<file path="src/rtl/display_share_ctrl.sv">
// rtl/display_share_ctrl.sv - round-robin time-sliced sharing of one 7-segment display
//
// Grants the display to one of four requesters at a time. Each owner holds it for DWELL cycles,
// longer while its lock bit is high. The owner's 16-bit value is driven onto num.
//
// Ports:
//   clk          system clock, rising edge
//   rst          asynchronous active-low reset
//   req[3:0]     req[i] high: requester i wants the display
//   lock[3:0]    lock[i] high while i owns: keep ownership past the dwell end
//   data[63:0]   requester values, requester i on data[16*i+15:16*i]
//   num[15:0]    value for the display driver (registered)
//   gnt[3:0]     one-hot grant, zero when idle (registered)
//   blank        high when nobody owns the display (registered)
//   switch_pulse one-cycle pulse when gnt takes a new non-zero value (registered)
module display_share_ctrl #(
  parameter int unsigned DWELL = 1000
) (
  input  logic        clk,
  input  logic        rst,
  input  logic [3:0]  req,
  input  logic [3:0]  lock,
  input  logic [63:0] data,
  output logic [15:0] num,
  output logic [3:0]  gnt,
  output logic        blank,
  output logic        switch_pulse
);

  localparam logic [23:0] CNT_MAX = 24'(DWELL - 1);

  typedef enum logic {IDLE, SHOW} state_t;

  state_t      state, nxt_state;
  logic [1:0]  owner, nxt_owner;
  logic [1:0]  last;
  logic [23:0] cnt, nxt_cnt;
  logic        take;
  logic [2:0]  pick;

  // Returns {found, index}. Scans from+1, from+2, from+3, then from itself.
  // Walking from the farthest candidate down lets the nearest hit overwrite the others.
  function automatic logic [2:0] rr_pick(input logic [3:0] r, input logic [1:0] from);
    logic [2:0] res;
    logic [1:0] idx;
    res = '0;
    for (int k = 4; k >= 1; k--) begin
      idx = from + 2'(k);
      if (r[idx]) res = {1'b1, idx};
    end
    return res;
  endfunction

  // In SHOW, last always equals owner, so last serves as the scan origin in every case.
  always_comb begin
    nxt_state = state;
    nxt_owner = owner;
    nxt_cnt   = cnt;
    take      = 1'b0;
    pick      = '0;
    case (state)
      IDLE: begin
        pick = rr_pick(req, last);
        if (pick[2]) begin
          nxt_state = SHOW;
          nxt_owner = pick[1:0];
          nxt_cnt   = '0;
          take      = 1'b1;
        end
      end
      SHOW: begin
        if (!req[owner]) begin
          // A release takes priority over the dwell end. The owner is excluded from the pick.
          pick    = rr_pick(req & ~(4'b0001 << owner), last);
          nxt_cnt = '0;
          if (pick[2]) begin
            nxt_owner = pick[1:0];
            take      = 1'b1;
          end else begin
            nxt_state = IDLE;
          end
        end else if (cnt == CNT_MAX) begin
          nxt_cnt = '0;
          if (!lock[owner]) begin
            // req[owner] is high, so this pick always finds someone.
            pick      = rr_pick(req, last);
            nxt_owner = pick[1:0];
            take      = (pick[1:0] != owner);
          end
        end else begin
          nxt_cnt = cnt + 24'd1;
        end
      end
      default: nxt_state = IDLE;
    endcase
  end

  always_ff @(posedge clk or negedge rst) begin
    if (!rst) begin
      state        <= IDLE;
      owner        <= 2'd0;
      last         <= 2'd3;
      cnt          <= '0;
      gnt          <= '0;
      num          <= '0;
      blank        <= 1'b1;
      switch_pulse <= 1'b0;
    end else begin
      state        <= nxt_state;
      owner        <= nxt_owner;
      cnt          <= nxt_cnt;
      switch_pulse <= take;
      blank        <= (nxt_state == IDLE);
      if (nxt_state == SHOW) begin
        last <= nxt_owner;
        gnt  <= 4'b0001 << nxt_owner;
        num  <= data[{nxt_owner, 4'b0000} +: 16];
      end else begin
        gnt  <= '0;
        num  <= '0;
      end
    end
  end

endmodule

</file>
<file path="config.mk">
export PLATFORM = sky130hd
export DESIGN_NAME = display_share_ctrl
export DESIGN_NICKNAME = d
export VERILOG_FILES = /design/src/rtl/display_share_ctrl.sv
export SDC_FILE = /design/constraint.sdc
export NUM_CORES = 1
export LEC_CHECK = 0
export CORE_MARGIN = 1.5
export CORE_UTILIZATION = 48
export CTS_BUF_LIST = sky130_fd_sc_hd__clkbuf_8
export DETAILED_ROUTE_END_ITERATION = 16
export PLACE_DENSITY = 0.83
export SLEW_MARGIN = 20
export SYNTH_ARGS = -nofsm -noshare
export SYNTH_HDL_FRONTEND = slang
export SYNTH_SLANG_ARGS = --single-unit
</file>
<file path="constraint.sdc">
create_clock -name clk -period 3.1 [get_ports clk]
set_clock_uncertainty 0.15 [all_clocks]
set_input_delay 0.465 -clock clk [delete_from_list [all_inputs] [get_ports clk]]
set_output_delay 0.465 -clock clk [all_outputs]
set_load 0.005 [all_outputs]
</file>
==> results.ini <==
[routing]
wl_per_cell_microns=15.6
num_vias=2750
antenna_left=0
routed_wl_microns=7680
drt-initial-drc-count=106
dr.pass1.iters=4
vias_per_cell=5.60
drc_errors=0

[setup_path]
path_delay_family=simple AND/OR/NAND/NOR gates
slowest_stage=or4_1
path_cells=or4_1, or4_4, nor3_1, a2bb2oi_1, a31oi_4, buf_12, mux2i_1, o22ai_1
critPathArrivalTime_ns=3.00
worst-path-buf-inv=1
start_kind=flip-flop
worstSetupPathType=reg -> reg
worstSetupStartpoint=cnt[4]
end_kind=flip-flop
r2r_cells=8
crit-reg2reg-launch=cnt[4]
critPathMaxFanout=25
cp.depth=8
reg2reg_setup_slack_ns=0.14
endpoint=num[6]
worstPathRequired_ns=3.14
worstReg2RegEnd=num[6]
max_stage_delay_ns=0.51

[global_route]
grt_max_degree=26
grt_pass1_vias=2796
grt_pass1_wl_microns=12700
grt.overflow.total=0
grt_usage=0.251
antenna_found_initial=0

[floorplan]
initial_core_util=0.498
core_area_sq_um=5960
die_w_microns=81.6
die-area_sq_um=6660
num_rows=28
dieHeight_microns=81.6
pin_count=96

[outcome]
status=finished clean

[place]
gp_congestion=0.871
dp_hpwl_microns=5990
portBuffers=95

[power_and_ir_drop]
power_density_nw_per_um2=767
leakagePower_nw=1.78
peakVddDrop_mv=0.405
p_total_mw=3.26

[clocking]
htreeDepth=2
cts_tree=built
clock_sinks=51
clkLatencyLatePin_ns=0.31
clockBufferDepth=2
cts-root-buf=clkbuf_8
cts-buffers-inserted=5
clk_pin_slew_ns=0.09

[timing]
slew_violations=0
whs_ns=0.348
setup_viol=0
hold_viol=0
rsz0062_at_grt=false
fmaxAchievable_mhz=338
finalCriticalPeriod_ns=2.96
period_share=0.954
relSlewSlack=0.602
worst_slew_pin_slew_ns=0.591

[yosys]
synth_async_sr_flop_share=1.00
syn-num-nets=382
synth_area_leaders=dfrtp_1, mux2i_1, o22ai_1
netlist_top_cells_count=dfrtp_1, mux2i_1, nor2_1, nand2_1, o22ai_1
synth_top_area_share=0.405
ys_ff_latch=51
yosysSeqAreaShare=0.432
syn_avg_cell_area_sq_um=9.66
yosysWarnings=0
synthesis.area_sq_um=2970
ys_types=53
yosysMostFrequentCell=dfrtp_1
synth_largest_area_cell=dfrtp_1
synth_edf_count=0
synth-main-ff-cell=dfrtp_1
synth_cells=307

[final_layout]
drive_above_1_share=0.120
register_area_sq_um=1280
multi_input_area_sq_um=1560
fill_cells=467
area_delta_synth_final_pct=43.4
final_core_util=0.714
nets=490
antenna_cells=0

[run]
maxCapViolCount=0

[hold_path]
hold_path_class=reg -> reg

worst min-delay path by stage:
stage	from	to	slack [ns]	cells after the start
2_1_floorplan	rst	cnt[0]	0.02	0
3_3_place_gp	rst	cnt[3]	0.33	1
3_5_place_dp	cnt[8]	cnt[8]	0.33	1
4_1_cts	cnt[8]	cnt[8]	0.35	1
5_1_grt	cnt[8]	cnt[8]	0.37	1
6_report	cnt[8]	cnt[8]	0.35	1
metal layers:
layer / up-vias / wire, microns / GRT usage
met5: - / 0 / 0
met3: 17 / 531 / 0.0733
met2: 98 / 4080 / 0.464
li1: 1329 / - / -
met1: 1306 / 2900 / 0.274
met4: 0 / 167 / 0.0797
cells in the final DEF, fill, tap and decap left out, types with 3 or more instances in the layout:
| cell | count |
|---|---|
| clkdlybuf4s50_1 | 94 |
| dfrtp_1 | 48 |
| mux2i_1 | 33 |
| nor2_1 | 30 |
| nand2_1 | 22 |
| buf_4 | 21 |
| o22ai_1 | 19 |
| o21ai_0 | 16 |
| xnor2_1 | 10 |
| nand3_1 | 9 |
| nor2b_1 | 9 |
| inv_1 | 8 |
| a21oi_1 | 8 |
| nor4_1 | 6 |
| nand4_1 | 6 |
| o31ai_1 | 6 |
| xor2_1 | 6 |
| clkbuf_8 | 6 |
| nand2b_1 | 5 |
| nor3_1 | 4 |
| and3_1 | 3 |
| dfstp_2 | 3 |
report_power, final:
part / switching, mW / internal (mW) / total (mW) / leakage [nW]
Sequential: 0.126 / 0.861 / 0.987 / 0.654
Combinational: 0.841 / 0.943 / 1.78 / 1.07
Clock: 0.225 / 0.266 / 0.491 / 0.0618
cell type report:
| type | count | share of cell area |
|---|---|---|
| clock inverters | 2 | 0.00912 |
| multi-input cells | 228 | 0.366 |
| flip-flops and latches | 51 | 0.301 |
| well taps | 75 | 0.0221 |
| clock buffers | 6 | 0.0194 |
| repair buffers | 120 | 0.274 |
| inverters | 9 | 0.00795 |
worst register-to-register path, stage by stage (launching register included):
cell       delay [ns]
dfrtp_1          0.41
or4_1            0.51
or4_4            0.49
nor3_1           0.27
a2bb2oi_1        0.16
a31oi_4          0.27
buf_12           0.23
mux2i_1          0.25
o22ai_1          0.10
sequential cells by signal, summed over array words and instances (netlist names):
name	cells
gnt	4
blank	1
cnt	24
num	16
owner	2
last	2
switch_pulse	1
state	1
what timing repair did:
action                                  in CTS  in global routing
buffers inserted                             0                  0
gates resized for setup                      0                  3
endpoints found under the hold margin       11                  0
hold buffers                                 1                  0
endpoints found under the setup margin       0                 18
stage by stage:
step	TNS (ns)	worst slack (ns)	cells	cell area, sq um
after floorplan	0	0.339	307	2970
after global placement	0	0.0447	482	4110
after detailed placement	-0.00834	-0.00834	482	4110
after CTS	0	0.00971	491	4240
after global routing	0	0.0124	491	4250
final	0	0.142	491	4250
kinds of logic (layout without fill, tap and decap cells):
group	Yosys count	after routing	share of synthesized area
AO/OA/AOI/OAI	66	66	0.149
XOR/XNOR	16	16	0.0473
adder cells (fa/ha/maj)	1	1	0.00422
buffers and inverters	28	137	0.0506
flip-flops	51	51	0.432
multiplexers	36	36	0.130
AND/OR/NAND/NOR	109	109	0.188
Note: power is estimated with default switching activity, not from simulation.
